**src/rtl/reg_wb_ctrl_pkg.sv**
```systemverilog
// -----------------------------------------------------------------------------
// reg_wb_ctrl_pkg
// Shared constants and types for the register-file writeback controller:
// datapath width, register index width, RV32I load funct3 encodings and the
// writeback source selector.
// -----------------------------------------------------------------------------
package reg_wb_ctrl_pkg;

    localparam int XLEN  = 32;
    localparam int REG_W = 5;

    // RV32I load funct3 encodings
    localparam logic [2:0] F3_LB  = 3'b000;
    localparam logic [2:0] F3_LH  = 3'b001;
    localparam logic [2:0] F3_LW  = 3'b010;
    localparam logic [2:0] F3_LBU = 3'b100;
    localparam logic [2:0] F3_LHU = 3'b101;

    // Which producer owns the register-file write port this cycle
    typedef enum logic [1:0] {
        SRC_NONE = 2'd0,
        SRC_LOAD = 2'd1,
        SRC_FIFO = 2'd2,
        SRC_ALU  = 2'd3
    } wb_src_e;

endpackage

```
**src/rtl/reg_wb_ctrl_wb_fifo.sv**
```systemverilog
// -----------------------------------------------------------------------------
// wb_fifo
// Synchronous FIFO holding ALU results ({rd, data}) while the load path owns
// the register-file write port. Combinational head read, registered count.
//   clk      : clock
//   rst      : asynchronous active-high reset (empties the FIFO)
//   push_i   : write wdata_i at the tail (ignored when full)
//   pop_i    : drop the head entry (ignored when empty)
//   wdata_i  : entry to push
//   rdata_o  : current head entry (valid when count_o != 0)
//   count_o  : occupancy after the most recent edge
// -----------------------------------------------------------------------------
module wb_fifo #(
    parameter int DEPTH = 2,
    parameter int W     = 37
) (
    input  logic                       clk,
    input  logic                       rst,
    input  logic                       push_i,
    input  logic                       pop_i,
    input  logic [W-1:0]               wdata_i,
    output logic [W-1:0]               rdata_o,
    output logic [$clog2(DEPTH):0]     count_o
);

    localparam int PTR_W = $clog2(DEPTH);
    localparam int CNT_W = PTR_W + 1;
    localparam logic [CNT_W-1:0] FULL = CNT_W'(DEPTH);

    logic [W-1:0]     mem_q [DEPTH];
    logic [PTR_W-1:0] wr_ptr_q, rd_ptr_q;
    logic [CNT_W-1:0] count_q, count_d;
    logic             do_push, do_pop;

    // Full blocks a push even if the head pops in the same cycle.
    assign do_push = push_i && (count_q < FULL);
    assign do_pop  = pop_i  && (count_q != '0);

    always_comb begin
        // NOTE: every always_comb output gets a default first so no path leaves it unassigned (no latch).
        count_d = count_q;
        case ({do_push, do_pop})
            2'b10:   count_d = count_q + 1'b1;
            2'b01:   count_d = count_q - 1'b1;
            default: count_d = count_q;
        endcase
    end

    // Pointers are PTR_W bits wide, so wrap-around modulo DEPTH is free.
    always_ff @(posedge clk or posedge rst) begin
        // NOTE: state registers use non-blocking (<=) so all flops update together at the edge.
        if (rst) begin
            wr_ptr_q <= '0;
            rd_ptr_q <= '0;
            count_q  <= '0;
        end else begin
            if (do_push) wr_ptr_q <= wr_ptr_q + 1'b1;
            if (do_pop)  rd_ptr_q <= rd_ptr_q + 1'b1;
            count_q <= count_d;
        end
    end

    // NOTE: storage is deliberately not reset; count/pointers alone define validity, so stale entries are unreachable.
    always_ff @(posedge clk) begin
        if (do_push) mem_q[wr_ptr_q] <= wdata_i;
    end

    assign rdata_o = mem_q[rd_ptr_q];
    assign count_o = count_q;

endmodule

```
**src/rtl/reg_wb_ctrl.sv**
```systemverilog
// -----------------------------------------------------------------------------
// reg_wb_ctrl
// Drives the single register-file write port from the load-return path and the
// ALU path. Loads cannot stall, so they win; ALU results queue in wb_fifo and
// drain when the port is free, or bypass directly when the FIFO is empty.
//   clk, rst           : clock, asynchronous active-high reset
//   alu_valid/rd/data  : ALU result offer; alu_ready = FIFO not full
//   ld_valid/rd        : load return (always accepted)
//   ld_funct3/off/word : load type, byte offset, raw aligned memory word
//   RegWEn/AddrD/DataD : registered register-file write port
//   pend_cnt           : FIFO occupancy (registered)
// -----------------------------------------------------------------------------
module reg_wb_ctrl #(
    parameter int DEPTH = 2,
    parameter int XLEN  = reg_wb_ctrl_pkg::XLEN
) (
    input  logic                   clk,
    input  logic                   rst,
    input  logic                   alu_valid,
    input  logic [4:0]             alu_rd,
    input  logic [XLEN-1:0]        alu_data,
    output logic                   alu_ready,
    input  logic                   ld_valid,
    input  logic [4:0]             ld_rd,
    input  logic [2:0]             ld_funct3,
    input  logic [1:0]             ld_off,
    input  logic [XLEN-1:0]        ld_word,
    output logic                   RegWEn,
    output logic [4:0]             AddrD,
    output logic [XLEN-1:0]        DataD,
    output logic [$clog2(DEPTH):0] pend_cnt
);

    import reg_wb_ctrl_pkg::*;

    localparam int CNT_W = $clog2(DEPTH) + 1;
    localparam logic [CNT_W-1:0] FULL = CNT_W'(DEPTH);

    // Byte/half extraction with sign or zero extension. Halfword selection
    // uses only off[1]; misaligned offsets are not flagged.
    function automatic logic [XLEN-1:0] load_extract(input logic [2:0]      f3,
                                                     input logic [1:0]      off,
                                                     input logic [XLEN-1:0] word);
        logic [7:0]  b;
        logic [15:0] h;
        b = word[{off, 3'b000} +: 8];
        h = word[{off[1], 4'b0000} +: 16];
        case (f3)
            F3_LB:   return {{(XLEN-8){b[7]}}, b};
            F3_LH:   return {{(XLEN-16){h[15]}}, h};
            F3_LBU:  return {{(XLEN-8){1'b0}}, b};
            F3_LHU:  return {{(XLEN-16){1'b0}}, h};
            default: return word;
        endcase
    endfunction

    logic [CNT_W-1:0]       count;
    logic [REG_W-1:0]       head_rd;
    logic [XLEN-1:0]        head_data;
    logic                   fifo_push, fifo_pop, alu_acc, ld_sel;
    wb_src_e                src;

    logic                   wen_q, wen_d;
    logic [REG_W-1:0]       addr_q, addr_d;
    logic [XLEN-1:0]        data_q, data_d;

    assign alu_ready = (count < FULL);
    assign alu_acc   = alu_valid && alu_ready;
    assign ld_sel    = ld_valid && (ld_rd != '0);

    always_comb begin
        src = SRC_NONE;
        if (ld_sel)
            src = SRC_LOAD;
        else if (count != '0)
            src = SRC_FIFO;
        else if (alu_acc && (alu_rd != '0))
            src = SRC_ALU;
    end

    // An accepted beat with rd=0 is consumed silently; otherwise it is queued
    // unless the bypass took it this cycle.
    assign fifo_push = alu_acc && (alu_rd != '0) && (src != SRC_ALU);
    assign fifo_pop  = (src == SRC_FIFO);

    wb_fifo #(
        .DEPTH (DEPTH),
        .W     (REG_W + XLEN)
    ) u_fifo (
        .clk     (clk),
        .rst     (rst),
        .push_i  (fifo_push),
        .pop_i   (fifo_pop),
        .wdata_i ({alu_rd, alu_data}),
        .rdata_o ({head_rd, head_data}),
        .count_o (count)
    );

    // Address/data hold their last values when no write is selected.
    always_comb begin
        wen_d  = 1'b0;
        addr_d = addr_q;
        data_d = data_q;
        case (src)
            SRC_LOAD: begin
                wen_d  = 1'b1;
                addr_d = ld_rd;
                data_d = load_extract(ld_funct3, ld_off, ld_word);
            end
            SRC_FIFO: begin
                wen_d  = 1'b1;
                addr_d = head_rd;
                data_d = head_data;
            end
            SRC_ALU: begin
                wen_d  = 1'b1;
                addr_d = alu_rd;
                data_d = alu_data;
            end
            default: ;
        endcase
    end

    always_ff @(posedge clk or posedge rst) begin
        if (rst) begin
            wen_q  <= 1'b0;
            addr_q <= '0;
            data_q <= '0;
        end else begin
            wen_q  <= wen_d;
            addr_q <= addr_d;
            data_q <= data_d;
        end
    end

    assign RegWEn   = wen_q;
    assign AddrD    = addr_q;
    assign DataD    = data_q;
    assign pend_cnt = count;

endmodule

```
**config.mk**
```make
export PLATFORM = sky130hd
export DESIGN_NAME = reg_wb_ctrl
export DESIGN_NICKNAME = d
export VERILOG_FILES = /design/src/rtl/reg_wb_ctrl_pkg.sv /design/src/rtl/reg_wb_ctrl_wb_fifo.sv /design/src/rtl/reg_wb_ctrl.sv
export SDC_FILE = /design/constraint.sdc
export NUM_CORES = 1
export LEC_CHECK = 0
export BUFFER_PORTS_ARGS = -buffer_cell sky130_fd_sc_hd__buf_4
export CAP_MARGIN = 20
export CORE_MARGIN = 2
export CORE_UTILIZATION = 45
export CTS_CLUSTER_DIAMETER = 60
export DETAILED_ROUTE_END_ITERATION = 10
export PLACE_DENSITY = 0.65
export SLEW_MARGIN = 40
export SYNTH_ARGS = -nofsm -noshare
export SYNTH_HDL_FRONTEND = slang
export SYNTH_SLANG_ARGS = --single-unit
```
**constraint.sdc**
```tcl
create_clock -name clk -period 4 [get_ports clk]
set_clock_uncertainty 0.1 [all_clocks]
set_input_delay 0.8 -clock clk [delete_from_list [all_inputs] [get_ports clk]]
set_output_delay 0.8 -clock clk [all_outputs]
set_load 0.05 [all_outputs]
```
# Word-level counts from Yosys, hierarchy flattened

Memories as Yosys holds them, arrays and structs flattened.
Cells that the tools add are included.

Register bits: 42
RAM bits: 74
Input bits: 83
Output and inout bits: 41
Word-level logic and storage cells: 46
Memories: 1

$add $sub $neg: 4
$lt $le $gt $ge: 1
Eq/ne operators: 9
Shift-type cells: 2
Mux-type cells: 10
Reductions and logical operators: 13

Memory list:

| name         | words | width | read ports | clocked after Yosys merged registers in | wr ports | RTL line                  | RTL |
|---|---|---|---|---|---|---|---|
| u_fifo.mem_q | 2     | 37    | 1          | 0                                       | 1        | reg_wb_ctrl_wb_fifo.sv:30 | `logic [W-1:0] mem_q [DEPTH];` |

Operator list:

| operator                                          | count |
|---|---|
| case mux 32 bit (4 select lines)                  | 1 |
| case mux 32 bit (3 select lines)                  | 1 |
| indexed part select 32 x 6 -> 16 bit              | 1 |
| indexed part select 32 x 6 -> 8 bit               | 1 |
| case mux 5 bit (3 select lines)                   | 1 |
| nonzero test 5 bit                                | 2 |
| == test 2 bit, second input constant              | 3 |
| == test 3 bit, second input constant              | 2 |
| logical AND 1 bit                                 | 6 |
| 2-to-1 mux 2 bit                                  | 3 |
| == test 2 x 1 -> 1 bit, second input constant     | 2 |
| case mux 2 bit (2 select lines)                   | 1 |
| nonzero test 2 bit                                | 2 |
| == test 3 x 1 -> 1 bit, second input constant     | 1 |
| zero test 3 bit                                   | 1 |
| 2-to-1 mux 1 bit                                  | 3 |
| nonzero test 3 bit                                | 1 |
| OR reduction 3 bit                                | 1 |
| adder 1 bit, second input constant                | 2 |
| adder 2 x 1 -> 2 bit, second input constant       | 1 |
| less-than comparator 2 bit, second input constant | 1 |
| inequality test 2 bit, second input constant      | 1 |
| subtractor 2 x 1 -> 2 bit, second input constant  | 1 |

# Longest topological paths before layout

Depth in word-level cells: 11
Mapped depth: 9
Gate-level depth less buffers: 7

# By module

Synthesis repeated with hierarchy kept, for this count alone.

Cells, all modules: 428
Area total of the unflattened synthesis: 5,670.4 µm²

By module, submodules not included:

| module      | times used | cells an instance | area each (µm²) | seq. area each (µm²) |
|---|---|---|---|---|
| wb_fifo     | 1          | 132               | 2,941.6         | 2,322.2 |
| reg_wb_ctrl | 1          | 296               | 2,728.9         | 950.9 |

# Worst setup path after synthesis

OpenSTA, ideal clock, no wires.

Kind: input to register
Start point: in alu_valid
End point: mem u_fifo.mem_q[0][0], enable pin
Setup time: 0.431 ns
Data arrival time: 3.138 ns
Data required time: 3.469 ns
Path slack: 0.331 ns
Stages: 6
Buffers on the path: 2
Cells stage by stage: nor2b_1 -> o21ai_0 -> buf_2 -> buf_2 -> a21o_1 -> nor2_1

Cells in the longest elaborated chain, start to end: 10

RTL lines:

| item                                       | RTL line                             | RTL |
|---|---|---|
| start, declared                            | reg_wb_ctrl.sv:19                    | `input logic alu_valid,` |
| logical AND 1 bit (*)                      | reg_wb_ctrl.sv:68                    | `assign alu_acc = alu_valid && alu_ready;` |
| logical AND 1 bit (*)                      | reg_wb_ctrl.sv:77, reg_wb_ctrl.sv:83 |  |
| 2-to-1 mux 2 bit                           | reg_wb_ctrl.sv:77                    | `else if (alu_acc && (alu_rd != '0))` |
| 2-to-1 mux 2 bit                           | reg_wb_ctrl.sv:75                    | `else if (count != '0)` |
| 2-to-1 mux 2 bit                           | reg_wb_ctrl.sv:73                    | `if (ld_sel)` |
| inequality test 2 bit                      | reg_wb_ctrl.sv:83                    | `assign fifo_push = alu_acc && (alu_rd != '0) && (src != SRC_ALU);` |
| logical AND 1 bit (*)                      | reg_wb_ctrl.sv:83                    |  |
| logical AND 1 bit (*)                      | reg_wb_ctrl_wb_fifo.sv:36            | `assign do_push = push_i && (count_q < FULL);` |
| 2-to-1 mux 1 bit (*)                       | reg_wb_ctrl_wb_fifo.sv:65            | `if (do_push) mem_q[wr_ptr_q] <= wdata_i;` |
| 2-to-1 mux 1 bit (implied by the code) (*) | reg_wb_ctrl_wb_fifo.sv:65            |  |
| end, declared                              | reg_wb_ctrl_wb_fifo.sv:30            |  |

Every way passes the cells marked *; elsewhere a longest branch is shown, timed or not.

# Worst setup path in the final report

Start point: in ld_rd[1]
End point: mem u_fifo.mem_q[0][19], enable pin

Cells in the longest elaborated chain, start to end: 8

RTL lines:

| item                                   | RTL line                  | RTL |
|---|---|---|
| start, declared                        | reg_wb_ctrl.sv:24         | `input logic [4:0] ld_rd,` |
| nonzero test 5 bit                     | reg_wb_ctrl.sv:69         | `assign ld_sel = ld_valid && (ld_rd != '0);` |
| logical AND 1 bit                      | reg_wb_ctrl.sv:69         |  |
| 2-to-1 mux 2 bit                       | reg_wb_ctrl.sv:73         |  |
| inequality test 2 bit                  | reg_wb_ctrl.sv:83         |  |
| logical AND 1 bit                      | reg_wb_ctrl.sv:83         |  |
| logical AND 1 bit                      | reg_wb_ctrl_wb_fifo.sv:36 |  |
| 2-to-1 mux 1 bit                       | reg_wb_ctrl_wb_fifo.sv:65 |  |
| 2-to-1 mux 1 bit (implied by the code) | reg_wb_ctrl_wb_fifo.sv:65 |  |

No other way between the ends.

==> metrics.md <==
| Metric | Value |
|---|---|
| Actual slew at the worst max-slew pin | 0.845 ns |
| Synth Area in Compound Gates | 16.6% |
| 1st-iter DRT viols | 379 |
| Global-route wire length before repair | 23.0 mm |
| Top cells by area, synth | edfxtp_1 (40%), dfrtp_1 (19%), mux2i_1 (9.1%) |
| Reg clk slew, reported paths | 0.05 ns |
| Syn Area/Cell | 12.4 um2 |
| Final ANT Viol Nets | 0 |
| Ys async rst share | 36.2% |
| Clock Tree Buf Depth | 2 |
| Initial Util | 46.3% |
| TritonCTS Buffers | 17 |
| Status | finished clean |
| Max-slew headroom at the worst pin | 43.7% |
| LEAKAGE | 0.00306 uW |
| Post-synth top area share | 39.8% |
| Post-synthesis sequential area ratio | 58.6% |
| R2R depth | 4 |
| Pin count of the biggest net entering global routing | 44 |
| Worst VDD drop | 635 uV |
| Gr usage total | 23.1% |
| H-tree depth | 4 |
| Most frequent cells in the layout | buf_4 (129), edfxtp_1 (74), nand2_1 (58) |
| Final Hold Fails | 0 |
| I/O pin count | 124 |
| Max_cap viols | 0 |
| Clk_lat worst skew | 0.41 ns |
| Minimum clock period after layout | 2.61 ns |
| Synth Instances | 450 |
| CP max FO | 26 |
| Crit path capture | u_fifo.mem_q[0][19]$_DFFE_PP_ |
| Worst path cell trace | buf_4, or4_4, o21ai_4, buf_4, a21o_1, nor2_4, buf_12 |
| RSZ-0062 raised after global routing | false |
| Master cell of the clock root buffer | clkbuf_16 |
| Antenna violations before repair | 0 |
| Post-synthesis xor/xnor area fraction | 0.785% |
| DR WL/cell | 20.3 um |
| Post-synth EDFFs | 74 |
| Simple-gate share of the synthesized area | 8.47% |
| Post-synthesis mux area share | 10.3% |
| Yosys warning count | 0 |
| # clock sinks | 116 |
| CP startpoint kind | input pin |
| Post-Syn Area | 5580 um2 |
| Worst EP arrival | 2.66 ns |
| Slowest stage delay, CP | 0.55 ns |
| Post-DP HPWL | 10.2 mm |
| Prevailing post-synth register cell | edfxtp_1 |
| Share of cells above drive strength 1 | 30.6% |
| Largest family of logic cells by synthesized area | compound AO/OA/AOI/OAI gates |
| WS Path Type | in -> reg |
| Die footprint | 13,300 um2 |
| Cell mode on critical path | buf_4 |
| Vias in the first global route | 4,079 |
| Crit path capture type | register |
| Critical path required time | 4.06 ns |
| TritonCTS clock tree | built |
| Site Rows | 40 |
| Global route overflow | 0 |
| Pwr/cell area | 726 nW/um2 |
| Count of state elements after synthesis | 116 |
| Library cells used by synthesis | 48 |
| Final Max Tran Viols | 0 |
| Cts repair resizes | 0 |
| Slowest-stage cell, CP | or4_4 |
| Worst r2r src | u_fifo.count_o[1]$_DFFE_PP0P_ |
| Final Setup Violations | 0 |
| Vias per cell | 5.68 |
| Via Count | 4,221 |
| Diode count | 0 |
| Post-Synth Adder-Cell Area | 0.224% |
| Worst hold margin | 0.424 ns |
| R2R Setup Slk | 1.63 ns |
| RR Endpoint | DataD[11]$_DFFE_PP0P_ |
| Dpl ws | 1.00 ns |
| Drt pass-1 iters | 9 |
| Port buffer count | 123 |
| Final WL | 15.1 mm |
| Post-CTS Setup Bufs | 0 |
| # nets final | 646 |
| Placer Congestion | 0.816 |
| Fmax | 384 MHz |
| Setup ws final | 1.39 ns |
| Min-Delay Path Class | reg -> reg |
| CTS Hold Bufs | 0 |
| Core Footprint | 12,100 um2 |
| Area added between synthesis and finish | 29.5% |
| Yosys top cell by area | edfxtp_1 |
| # DRC | 0 |
| Sum of negative setup slack | 0 ns |
| Mapped Nets | 534 |
| Commonest non-fill, non-tap cell in the layout | buf_4 |
| Die X-Extent | 115 um |
| Crit share post-route | 65.1% |
| Crit path from | ld_rd[1] |
| Die H | 115 um |
## worst min path at each step
stage	from	endpoint	slack [ns]	cells past startpoint
CTS	rst	AddrD[1]$_DFFE_PP0P_	0.44	3
finish	DataD[14]$_DFFE_PP0P_	DataD[14]$_DFFE_PP0P_	0.42	1
global placement	DataD[14]$_DFFE_PP0P_	DataD[14]$_DFFE_PP0P_	0.42	1
global route	DataD[14]$_DFFE_PP0P_	DataD[14]$_DFFE_PP0P_	0.45	1
floorplan	u_fifo.wr_ptr_q$_DFFE_PP0P_	u_fifo.wr_ptr_q$_DFFE_PP0P_	0.37	1
detailed placement	DataD[14]$_DFFE_PP0P_	DataD[14]$_DFFE_PP0P_	0.42	1
## stage by stage
| step | total power, uW | cell area, um2 | util [%] | cells |
|---|---|---|---|---|
| 6_report | 5240 | 7230 | 59.9 | 743 |
| 5_1_grt | 5490 | 7230 | 59.9 | 743 |
| 4_1_cts | 5280 | 7230 | 59.9 | 743 |
| 3_5_place_dp | 3830 | 6660 | 55.2 | 711 |
| 3_3_place_gp | 3800 | 6650 | 55.1 | 711 |
| 2_1_floorplan | 3200 | 5580 | - | 450 |
## critical path, delay by kind of cell
family                 cells  cell delay, ns
buffers and inverters      3            0.64
AO/OA/AOI/OAI              2            0.46
AND/OR/NAND/NOR            2            0.73
## cell type report
cell class	count	area, um2
clock buffers	18	429
clock inverters	14	139
fillers	1006	4830
inverters	29	109
multi-input cells	267	2050
flip-flops and latches	116	3280
well taps	168	210
repair buffers	131	1010
## cell usage after synthesis, drive strengths merged, types with 2 or more instances
cell type,instances
nand2,58
o21ai,3
edfxtp,74
o31ai,16
mux2,3
or3,2
mux2i,51
o311a,8
nand2b,8
or2,2
inv,29
nor2b,10
clkbuf,21
buf,17
o31a,2
nor2,7
o22a,8
a2bb2oi,11
a222oi,24
a21oi,9
o311ai,11
xnor2,4
nand3b,7
dfrtp,42
o221ai,7
## sequential cells by signal, summed over array words and instances, names as in the netlist
register         count
AddrD                5
DataD               32
RegWEn               1
u_fifo.count_o       2
u_fifo.mem_q        74
u_fifo.rd_ptr_q      1
u_fifo.wr_ptr_q      1
## power breakdown
part / total (uW) / leakage, uW / internal (uW) / switching (uW)
Combinational: 1960 / 0.00163 / 713 / 1250
Sequential: 1850 / 0.00116 / 1600 / 254
Clock: 1430 / 0.000267 / 908 / 524
## cell families (layout without fill, tap and decap cells)
logic type	after synthesis	in the layout
simple gates	99	99
flops	116	116
buf+inv	67	192
fa+ha+maj	1	1
mux	55	55
xor+xnor	5	5
compound gates	107	107
## metal layers
metal | share of wire, % | wire, um | global-route usage [%]
met5 | 0 | 0 | 0
met4 | 1.2 | 185 | 6.35
met3 | 7.2 | 1090 | 5.48
met2 | 48 | 7280 | 36.6
met1 | 43 | 6510 | 31.9
(Power assumes the default switching activity.)
